### src/rtl/sd_spi_pkg.sv
// Shared FSM states, error codes and SD SPI byte constants for the command sequencer.
package sd_spi_pkg;

   typedef enum logic [2:0] {
      ST_IDLE,
      ST_SEND,
      ST_POLL_R1,
      ST_POLL_TOK,
      ST_DATA,
      ST_CRC,
      ST_TRAIL_GAP,
      ST_TRAIL
   } sd_state_t;

   localparam logic [1:0] ERR_OK     = 2'd0;
   localparam logic [1:0] ERR_R1_TO  = 2'd1;
   localparam logic [1:0] ERR_TOK_TO = 2'd2;
   localparam logic [1:0] ERR_TOK    = 2'd3;

   localparam logic [7:0] SD_IDLE_BYTE   = 8'hFF;
   localparam logic [7:0] SD_START_TOKEN = 8'hFE;
   localparam int         CMD_FRAME_LEN  = 6;

   // Byte idx of the 6-byte command frame: start/transmission bits, argument MSB first, CRC7 + end bit.
   function automatic logic [7:0] cmd_frame_byte(input logic [2:0]  idx,
                                                  input logic [5:0]  cmd_idx,
                                                  input logic [31:0] arg,
                                                  input logic [6:0]  crc);
      case (idx)
         3'd0:    cmd_frame_byte = {2'b01, cmd_idx};
         3'd1:    cmd_frame_byte = arg[31:24];
         3'd2:    cmd_frame_byte = arg[23:16];
         3'd3:    cmd_frame_byte = arg[15:8];
         3'd4:    cmd_frame_byte = arg[7:0];
         3'd5:    cmd_frame_byte = {crc, 1'b1};
         default: cmd_frame_byte = SD_IDLE_BYTE;
      endcase
   endfunction

endpackage

### src/rtl/sd_byte_port.sv
// Single-outstanding byte port to the SPI engine: send loads tx_byte/tx_valid next cycle, byte_done is rx_valid
// qualified by the outstanding byte (0 cycles); tx_valid and tx_byte hold for as long as tx_ready stays low.
module sd_byte_port
   import sd_spi_pkg::*;
(
   input  logic       clk,
   input  logic       rst,
   input  logic       send,
   input  logic [7:0] send_byte,
   output logic       tx_valid,
   output logic [7:0] tx_byte,
   input  logic       tx_ready,
   input  logic       rx_valid,
   input  logic [7:0] rx_byte,
   output logic       byte_done,
   output logic [7:0] done_byte
);

   logic outstanding;

   // rx_valid with nothing accepted and unfinished is not ours and is dropped here.
   assign byte_done = outstanding & rx_valid;
   assign done_byte = rx_byte;

   always_ff @(posedge clk or posedge rst) begin
      if (rst) begin
         tx_valid    <= 1'b0;
         tx_byte     <= SD_IDLE_BYTE;
         outstanding <= 1'b0;
      end else begin
         if (tx_valid && tx_ready) begin
            tx_valid    <= 1'b0;
            outstanding <= 1'b1;
         end else if (byte_done) begin
            outstanding <= 1'b0;
         end
         if (send) begin
            tx_valid <= 1'b1;
            tx_byte  <= send_byte;
         end
      end
   end

endmodule

### src/rtl/sd_cmd_sequencer.sv
// SD SPI transaction sequencer: command frame, R1 poll, optional token + block + CRC, one trailing byte.
// First tx_valid 1 cycle after start, each next byte 1 cycle after rx_valid; waits indefinitely on tx_ready.
module sd_cmd_sequencer
   import sd_spi_pkg::*;
#(
   parameter int NCR_MAX   = 8,
   parameter int TOKEN_MAX = 2048,
   parameter int BLOCK_LEN = 512,
   parameter int CNT_W     = 12
) (
   input  logic        clk,
   input  logic        rst,
   input  logic        start,
   input  logic [5:0]  cmd_idx,
   input  logic [31:0] arg,
   input  logic [6:0]  crc,
   input  logic        expect_data,
   output logic        busy,
   output logic        done,
   output logic [7:0]  r1,
   output logic [1:0]  err,
   output logic        cs_n,
   output logic        tx_valid,
   output logic [7:0]  tx_byte,
   input  logic        tx_ready,
   input  logic        rx_valid,
   input  logic [7:0]  rx_byte,
   output logic        data_valid,
   output logic [7:0]  data_byte
);

   localparam logic [CNT_W-1:0] ONE       = CNT_W'(1);
   localparam logic [CNT_W-1:0] FRAME_END = CNT_W'(CMD_FRAME_LEN);
   localparam logic [CNT_W-1:0] NCR_LAST  = CNT_W'(NCR_MAX - 1);
   localparam logic [CNT_W-1:0] TOK_LAST  = CNT_W'(TOKEN_MAX - 1);
   localparam logic [CNT_W-1:0] BLK_LAST  = CNT_W'(BLOCK_LEN - 1);

   sd_state_t        state, state_nx;
   logic [CNT_W-1:0] cnt, cnt_nx;
   logic [5:0]       cmd_q, cmd_nx;
   logic [31:0]      arg_q, arg_nx;
   logic [6:0]       crc_q, crc_nx;
   logic             exp_q, exp_nx;
   logic             busy_nx, done_nx, cs_n_nx, dv_nx;
   logic [7:0]       r1_nx, db_nx;
   logic [1:0]       err_nx;
   logic             send, byte_done;
   logic [7:0]       send_byte, done_byte;

   sd_byte_port u_port (
      .clk       (clk),
      .rst       (rst),
      .send      (send),
      .send_byte (send_byte),
      .tx_valid  (tx_valid),
      .tx_byte   (tx_byte),
      .tx_ready  (tx_ready),
      .rx_valid  (rx_valid),
      .rx_byte   (rx_byte),
      .byte_done (byte_done),
      .done_byte (done_byte)
   );

   always_comb begin
      state_nx  = state;
      cnt_nx    = cnt;
      cmd_nx    = cmd_q;
      arg_nx    = arg_q;
      crc_nx    = crc_q;
      exp_nx    = exp_q;
      busy_nx   = busy;
      done_nx   = 1'b0;
      cs_n_nx   = cs_n;
      r1_nx     = r1;
      err_nx    = err;
      dv_nx     = 1'b0;
      db_nx     = data_byte;
      send      = 1'b0;
      send_byte = SD_IDLE_BYTE;
      case (state)
         ST_IDLE: if (start) begin
            cmd_nx    = cmd_idx;
            arg_nx    = arg;
            crc_nx    = crc;
            exp_nx    = expect_data;
            err_nx    = ERR_OK;
            r1_nx     = SD_IDLE_BYTE;
            busy_nx   = 1'b1;
            cs_n_nx   = 1'b0;
            send      = 1'b1;
            send_byte = cmd_frame_byte(3'd0, cmd_idx, arg, crc);
            cnt_nx    = ONE;
            state_nx  = ST_SEND;
         end
         // In SEND, cnt counts frame bytes already handed to the port.
         ST_SEND: if (byte_done) begin
            send = 1'b1;
            if (cnt == FRAME_END) begin
               cnt_nx   = '0;
               state_nx = ST_POLL_R1;
            end else begin
               send_byte = cmd_frame_byte(cnt[2:0], cmd_q, arg_q, crc_q);
               cnt_nx    = cnt + ONE;
            end
         end
         ST_POLL_R1: if (byte_done) begin
            if (!done_byte[7]) begin
               r1_nx = done_byte;
               if (exp_q && done_byte == 8'h00) begin
                  send     = 1'b1;
                  cnt_nx   = '0;
                  state_nx = ST_POLL_TOK;
               end else begin
                  cs_n_nx  = 1'b1;
                  state_nx = ST_TRAIL_GAP;
               end
            end else if (cnt == NCR_LAST) begin
               err_nx   = ERR_R1_TO;
               cs_n_nx  = 1'b1;
               state_nx = ST_TRAIL_GAP;
            end else begin
               send   = 1'b1;
               cnt_nx = cnt + ONE;
            end
         end
         ST_POLL_TOK: if (byte_done) begin
            if (done_byte == SD_START_TOKEN) begin
               send     = 1'b1;
               cnt_nx   = '0;
               state_nx = ST_DATA;
            end else if (done_byte[7:4] == 4'h0) begin
               err_nx   = ERR_TOK;
               cs_n_nx  = 1'b1;
               state_nx = ST_TRAIL_GAP;
            end else if (cnt == TOK_LAST) begin
               err_nx   = ERR_TOK_TO;
               cs_n_nx  = 1'b1;
               state_nx = ST_TRAIL_GAP;
            end else begin
               send   = 1'b1;
               cnt_nx = cnt + ONE;
            end
         end
         ST_DATA: if (byte_done) begin
            dv_nx = 1'b1;
            db_nx = done_byte;
            send  = 1'b1;
            if (cnt == BLK_LAST) begin
               cnt_nx   = '0;
               state_nx = ST_CRC;
            end else begin
               cnt_nx = cnt + ONE;
            end
         end
         ST_CRC: if (byte_done) begin
            if (cnt == ONE) begin
               cs_n_nx  = 1'b1;
               state_nx = ST_TRAIL_GAP;
            end else begin
               send   = 1'b1;
               cnt_nx = cnt + ONE;
            end
         end
         // cs_n has been high for one cycle; the release byte goes out deselected.
         ST_TRAIL_GAP: begin
            send     = 1'b1;
            state_nx = ST_TRAIL;
         end
         ST_TRAIL: if (byte_done) begin
            done_nx  = 1'b1;
            busy_nx  = 1'b0;
            state_nx = ST_IDLE;
         end
         default: state_nx = ST_IDLE;
      endcase
   end

   always_ff @(posedge clk or posedge rst) begin
      if (rst) begin
         state      <= ST_IDLE;
         cnt        <= '0;
         cmd_q      <= '0;
         arg_q      <= '0;
         crc_q      <= '0;
         exp_q      <= 1'b0;
         busy       <= 1'b0;
         done       <= 1'b0;
         cs_n       <= 1'b1;
         r1         <= SD_IDLE_BYTE;
         err        <= ERR_OK;
         data_valid <= 1'b0;
         data_byte  <= 8'h00;
      end else begin
         state      <= state_nx;
         cnt        <= cnt_nx;
         cmd_q      <= cmd_nx;
         arg_q      <= arg_nx;
         crc_q      <= crc_nx;
         exp_q      <= exp_nx;
         busy       <= busy_nx;
         done       <= done_nx;
         cs_n       <= cs_n_nx;
         r1         <= r1_nx;
         err        <= err_nx;
         data_valid <= dv_nx;
         data_byte  <= db_nx;
      end
   end

endmodule

### config.mk
export PLATFORM = sky130hd
export DESIGN_NAME = sd_cmd_sequencer
export DESIGN_NICKNAME = d
export VERILOG_FILES = /design/src/rtl/sd_spi_pkg.sv /design/src/rtl/sd_byte_port.sv /design/src/rtl/sd_cmd_sequencer.sv
export SDC_FILE = /design/constraint.sdc
export NUM_CORES = 1
export LEC_CHECK = 0
export BUFFER_PORTS_ARGS = -buffer_cell sky130_fd_sc_hd__buf_2
export CORE_MARGIN = 8
export CORE_UTILIZATION = 50
export DETAILED_ROUTE_END_ITERATION = 8
export MAX_ROUTING_LAYER = met4
export PLACE_DENSITY = 0.76
export SYNTH_ARGS = -nofsm -noshare
export SYNTH_HDL_FRONTEND = slang
export SYNTH_SLANG_ARGS = --single-unit
export TNS_END_PERCENT = 20
### constraint.sdc
create_clock -name clk -period 3.3 [get_ports clk]
set_clock_uncertainty 0.05 [all_clocks]
set_input_delay 0.495 -clock clk [delete_from_list [all_inputs] [get_ports clk]]
set_output_delay 0.495 -clock clk [all_outputs]
set_load 0.02 [all_outputs]
# Word level (Yosys, flattened, before mapping)
# Index checks and enable logic that the tools add are counted.
dict set report op_classes {
  eq_ne 41
  bitwise 1
  reduce_logical 22
  n_addsub 1
  muxes 84
}
# op n
set op_table {}
lappend op_table {{12-bit 2-to-1 mux} 15}
lappend op_table {{12-bit case mux with 6 select lines} 1}
lappend op_table {{3-bit 2-to-1 mux} 16}
lappend op_table {{8-bit 2-to-1 mux} 6}
lappend op_table {{8-bit case mux with 6 select lines} 1}
lappend op_table {{8-bit case mux with 2 select lines} 2}
lappend op_table {{1-bit 2-to-1 mux} 30}
lappend op_table {{2-bit != test, second input constant} 15}
lappend op_table {{12-bit by 3-bit == test with 1-bit output, second input constant} 2}
lappend op_table {{3-bit case mux with 8 select lines} 1}
lappend op_table {{12-bit AND reduction} 2}
lappend op_table {{3-bit != test, second input constant} 7}
lappend op_table {{3-bit == test, second input constant} 6}
lappend op_table {{2-bit 2-to-1 mux} 8}
lappend op_table {{12-bit by 1-bit adder with 12-bit output, second input constant} 1}
lappend op_table {{12-bit by 1-bit == test with 1-bit output, second input constant} 1}
lappend op_table {{12-bit by 11-bit == test with 1-bit output, second input constant} 1}
lappend op_table {{12-bit by 9-bit == test with 1-bit output, second input constant} 1}
lappend op_table {{3-bit by 2-bit == test with 1-bit output, second input constant} 4}
lappend op_table {{10-bit AND reduction} 1}
lappend op_table {{8-bit == test, second input constant} 1}
lappend op_table {{8-bit logical NOT} 1}
lappend op_table {{8-bit AND reduction} 1}
lappend op_table {{2-bit nonzero test} 4}
lappend op_table {{17 further kinds} 21}
dict set report totals {
  ff_bits 93
  input_bits 59
  wordCells 165
  out_inout_bits 31
}

# Longest topological paths before layout
dict set report logic_depth {
  ltp_word 7
  depth_mapped 10
  ltp_nobuf 8
}

# Hierarchy
# From an unflattened synthesis, not the netlist that was laid out.
dict set report unflattened {
  cells_unflattened 504
  area_unflattened_um2 4684.5
}
# module seq_area_each_um2 cells_per_inst instances area_each_um2
set by_module_without_submodules {}
lappend by_module_without_submodules {sd_cmd_sequencer 2088.3 470 1 4197.8}
lappend by_module_without_submodules {sd_byte_port 260.2 34 1 486.7}

# Least setup slack after synthesis
# Ideal clock, no wire load.
dict set report synth_path {
  path_type {input -> register}
  start {input port rx_byte[7]}
  end {register cnt[2]}
  setup_time_ns 0.125
  cell_stages 6
  t_arrival_ns 2.245
  setup_slack_ns 0.880
  required_time_ns 3.125
  cell_sequence {or4_4 or4_4 nand2_1 a221o_2 and2_4 mux2_2}
}
dict set report synth_via {
  elab_chain_cells 4
}
# item line_no
set synth_lines {}
lappend synth_lines {{start: declaration} sd_cmd_sequencer.sv:27} ;# input logic [7:0] rx_byte,
lappend synth_lines {{8-bit == test or 8-bit logical NOT (tied branches)} {sd_cmd_sequencer.sv:127, sd_cmd_sequencer.sv:109}}
lappend synth_lines {{12-bit 2-to-1 mux or 1-bit logical AND (tied branches)} {sd_cmd_sequencer.sv:127, sd_cmd_sequencer.sv:109}}
lappend synth_lines {{12-bit 2-to-1 mux or 3-bit != test (tied branches)} -}
lappend synth_lines {{12-bit case mux with 6 select lines or 12-bit AND reduction (tied branches)} -}
lappend synth_lines {{end signal: assignment} sd_cmd_sequencer.sv:195} ;# cnt <= cnt_nx;
lappend synth_lines {{end: declaration} sd_cmd_sequencer.sv:39} ;# logic [CNT_W-1:0] cnt, cnt_nx;
# Several ways; a longest one is shown, not always the timed one. The select of a mux whose other input is x is not followed.
# A chain may end at the register's enable or synchronous reset.

# Worst setup path in the final report
dict set report layout_path {
  start {register cnt[0]}
  end {register u_port.tx_byte[2]}
}
dict set report layout_via {
  elab_chain_cells 6
}
# item line_no
set layout_lines {}
lappend layout_lines {{12-bit by 11-bit == test with 1-bit output} sd_cmd_sequencer.sv:135} ;# end else if (cnt == TOK_LAST) begin
lappend layout_lines {{1-bit 2-to-1 mux} sd_cmd_sequencer.sv:135}
lappend layout_lines {{1-bit 2-to-1 mux} sd_cmd_sequencer.sv:131} ;# end else if (done_byte[7:4] == 4'h0) begin
lappend layout_lines {{1-bit 2-to-1 mux} sd_cmd_sequencer.sv:127} ;# if (done_byte == SD_START_TOKEN) begin
lappend layout_lines {{1-bit 2-to-1 mux} sd_cmd_sequencer.sv:126} ;# ST_POLL_TOK: if (byte_done) begin
lappend layout_lines {{1-bit case mux with 6 select lines} sd_cmd_sequencer.sv:80} ;# case (state)
lappend layout_lines {{end signal: assignment} sd_byte_port.sv:39} ;# tx_byte <= send_byte;
lappend layout_lines {{end: declaration} sd_byte_port.sv:11} ;# output logic [7:0] tx_byte,
# Several ways; a longest one is shown, not always the timed one.

==> summary.md <==
Relative to the synthesized area, the layout overhead comes to 15.18%. Total wirelength of the detailed-routed design: 12.27 mm. The overall power of the completed layout came out at 4.713 mW. The later-pin clock latency in the skew report was 370 ps; the number of vias per cell was 5.769. The worst setup path is captured at a flop. Max-cap violations in this run came to 0. The first global-routing pass estimated 20.49 mm of wire. Walking the worst path, the cells encountered are ha_1 > and4_1 > nand4_1 > nand2_1 > a21oi_1 > a311o_1 > o221a_2.

After synthesis the netlist holds a flip-flop and latch count of 93. The slowest stage of the critical path belongs to the cell sky130_fd_sc_hd__a21oi_1. The core region is 0.009109 mm².

For the worst flop-to-flop path, the logic depth is 7. At the end of routability-driven placement, the weighted congestion stood at 0.9026. The detailed-routing wirelength on met1 was 5.426 mm; the fraction of final layout cells sized beyond drive strength 1 was 27.27%.

Counting the fill cells in the layout gives 832. For this run, the top clock speed supported by timing is 336.4 MHz. The average instance in the mapped netlist occupies 9.085 µm². The worst pin sits at a relative slew slack of 31.04%. The power per unit of standard cell area works out to 883.1 mW/mm². At the worst endpoint, the arrival time is 3240 ps. The tools report the number of H-tree levels as 3. The detailed router used layers up to and including met4. Dividing the detail-routed wire length by the instance count gives 17.40 µm. The pin slew with the least headroom to its limit is 1034 ps, and the number of nets in the layout is 653. The number of distinct library cells after synthesis is 54, and the chip height is 112.3 µm. Leaving out fill and tap cells, the most frequent cells in the layout are 157 x sky130_fd_sc_hd__nand2_1, 89 x sky130_fd_sc_hd__buf_2, 76 x sky130_fd_sc_hd__dfrtp_1. The finished cells cover 0.005336 mm². For the overall global routing resource usage, the log shows 20.46%. The worst-case IR drop observed on VDD is 359.9 µV.

For the via count of the first global-routing pass, the log shows 4198. Row generation in the floorplan step produced 35 rows. At the end of the flow the core is filled with cells to 58.59%. The number of antenna violations at the first check in global routing is 0, and the smallest hold slack is 199.7 ps. The post-place instance area was 0.005152 mm²; the number of buffers added to fix hold violations after cts was 0. The logs give 0 for the post-detailed-route DRC marker count and 0 for the remaining antenna violation count. The floorplan step defined a die boundary enclosing 0.01260 mm². After synthesis the cells add up to 0.004633 mm². Counting every sink on the clock net gives 93. TritonCTS built the clock tree. The count of final max-slew check failures is 0, and the number of placed I/O pins is 90. The die is 112.3 µm wide. The critical path is of the reg2reg type. Among all flip-flop cells after synthesis, the most frequent one is sky130_fd_sc_hd__dfrtp_1. The tools report the setup slack of the most critical reg-to-reg path as 330 ps. The flow ran to the end, and the final reports show no timing, DRC or antenna violations. The launching point of the worst reg2reg path is cnt[0].

The maximum fanout encountered on the critical timing path was 13; the number of synthesis warnings was 0. The remaining global-route overflow came out at 0. In the detailed route, the total length drawn on met2 is 5.902 mm. The post-synth net total is 574, and the maximum count of clock buffers along a single path is 2. Setup violations remaining at the end of the flow were counted as 0.

The analysis attributes to cell leakage a power of 2.588 nW. Summed over all failing endpoints, the final setup total negative slack is 0 ps. Detailed routing placed a total of 751 µm of wire on met3. Summing the sequential cell areas from Yosys gives 50.69% of the chip area.

The tools report the final count of hold timing violations as 0. The number of clock buffers added by TritonCTS is 9. The detailed router finished its first iteration with 293 violations. Leaving out fill and tap cells, the most frequent cell in the layout is sky130_fd_sc_hd__nand2_1. The CTS root buffer is sky130_fd_sc_hd__clkbuf_8.

For the worst setup path, the data required time is 3560 ps. For the count of mapped cells out of synthesis, the log shows 510. The worst register-to-register path ends at u_port.tx_byte[2]. The synthesized design contains 0 enable-type register cells. The final worst-path cycle share is 90.09%, and the number of I/O port buffers is 89.

Entering global routing, the biggest net connects 49 pins. The run gives 4067 as the total via count after detailed routing. For this run, the slowest stage of the critical path takes 790 ps. The post-CTS resize count is 0. Once the floorplan was initialized, standard cells occupied 50.87% of the core. The number of setup buffers added after CTS was 0; the number of diodes was 0.

Setup repair after global routing left no endpoint under its margin. The kind of start point of the critical path is a flop. The share of synthesized registers carrying an async set or reset is 100.0%, and the number of detailed-routing iterations run before antenna repair is 5.

The HPWL reported at the end of detailed placement was 8.718 mm; the time the worst path needs with I/O delays and setup was 2973 ps. After clock tree synthesis, the clock-pin slew on the worst setup and hold paths is 100 ps. In this run the worst hold path is classified as in2async.
-- cell usage after synthesis, types with 3 or more instances --
library cell | n | share of area (%)
sky130_fd_sc_hd__nand3_1 | 13 | 1.4
sky130_fd_sc_hd__dfstp_2 | 17 | 9.6
sky130_fd_sc_hd__nor3_1 | 8 | 0.86
sky130_fd_sc_hd__buf_6 | 3 | 0.73
sky130_fd_sc_hd__o221a_2 | 6 | 1.5
sky130_fd_sc_hd__o211ai_1 | 9 | 1.5
sky130_fd_sc_hd__buf_1 | 8 | 0.65
sky130_fd_sc_hd__mux2_2 | 18 | 4.4
sky130_fd_sc_hd__a22o_1 | 7 | 1.3
sky130_fd_sc_hd__nor4_1 | 6 | 0.81
sky130_fd_sc_hd__inv_1 | 12 | 0.97
sky130_fd_sc_hd__nand4_1 | 6 | 0.81
sky130_fd_sc_hd__dfrtp_1 | 76 | 41
sky130_fd_sc_hd__and3_1 | 7 | 0.95
sky130_fd_sc_hd__nor3b_1 | 4 | 0.65
sky130_fd_sc_hd__a22oi_1 | 4 | 0.65
sky130_fd_sc_hd__a221oi_1 | 4 | 0.76
sky130_fd_sc_hd__a21o_1 | 3 | 0.49
sky130_fd_sc_hd__and2_1 | 4 | 0.54
sky130_fd_sc_hd__a222oi_1 | 5 | 1.1
sky130_fd_sc_hd__nor2b_1 | 5 | 0.68
sky130_fd_sc_hd__clkbuf_1 | 15 | 1.2
sky130_fd_sc_hd__nand2_1 | 157 | 13
sky130_fd_sc_hd__nor2_1 | 34 | 2.8
sky130_fd_sc_hd__ha_1 | 5 | 1.4
sky130_fd_sc_hd__a21oi_1 | 24 | 2.6
sky130_fd_sc_hd__o21ai_0 | 13 | 1.4
-- registers in the layout (all words and copies together), names as in the netlist, 2 cells and up --
register and flops:
err 2, cmd_q 6, crc_q 7, r1 8
state 3, data_byte 8, cnt 12, arg_q 32
u_port.tx_byte 8
-- power breakdown --
| part | switching [mW] | total (mW) | internal, mW |
|---|---|---|---|
| combinational | 1.22 | 1.99 | 0.770 |
| sequential | 0.313 | 1.99 | 1.68 |
| clock | 0.442 | 0.731 | 0.289 |
-- cell families after synthesis --
logic type / after synthesis / share of synthesized area (%)
AO/OA/AOI/OAI: 96 / 15.04
adder cells (fa/ha/maj): 5 / 1.350
buffers and inverters: 42 / 4.158
flip-flops: 93 / 50.69
multiplexers: 19 / 4.591
AND/OR/NAND/NOR: 255 / 24.17
-- metal layers --
metal  GRT usage, %  vias up
met5              -        -
met4          5.576        0
met3          4.348       22
met2          31.79      156
met1          26.60     1959
li1               -     1930
-- metrics by stage --
step	setup slack [ps]	instances
2_1_floorplan	362.8	510
3_3_place_gp	415.3	689
3_5_place_dp	367.0	689
4_1_cts	368.8	705
5_1_grt	201.1	705
6_report	327.2	705
-- layout make-up --
class,count,area [µm²],share of cell area [%]
inverters,13,50.05,0.9379
flip-flops and latches,93,2349,44.01
repair buffers,97,518.0,9.707
multi-input cells,375,2097,39.30
clock inverters,6,56.30,1.055
clock buffers,10,127.6,2.392
well taps,111,138.9,2.603
-- worst max-delay path, delay by kind of cell (launching register included) --
kind	cells	cell delay, ps
compound gates	3	1680
simple gates	3	470
flops	1	450
fa+ha+maj	1	270
-- worst max-delay path by stage --
stage,start,depth (start not counted),to
after detailed placement,rx_byte[7],7,cnt[2]
after floorplan,rst,1,arg_q[0]
after global routing,cnt[0],7,u_port.tx_byte[4]
after CTS,cnt[0],7,u_port.tx_byte[6]
final,cnt[0],7,u_port.tx_byte[2]
after global placement,rx_byte[7],7,cnt[2]
No activity file was read; power rests on OpenSTA's default activity.
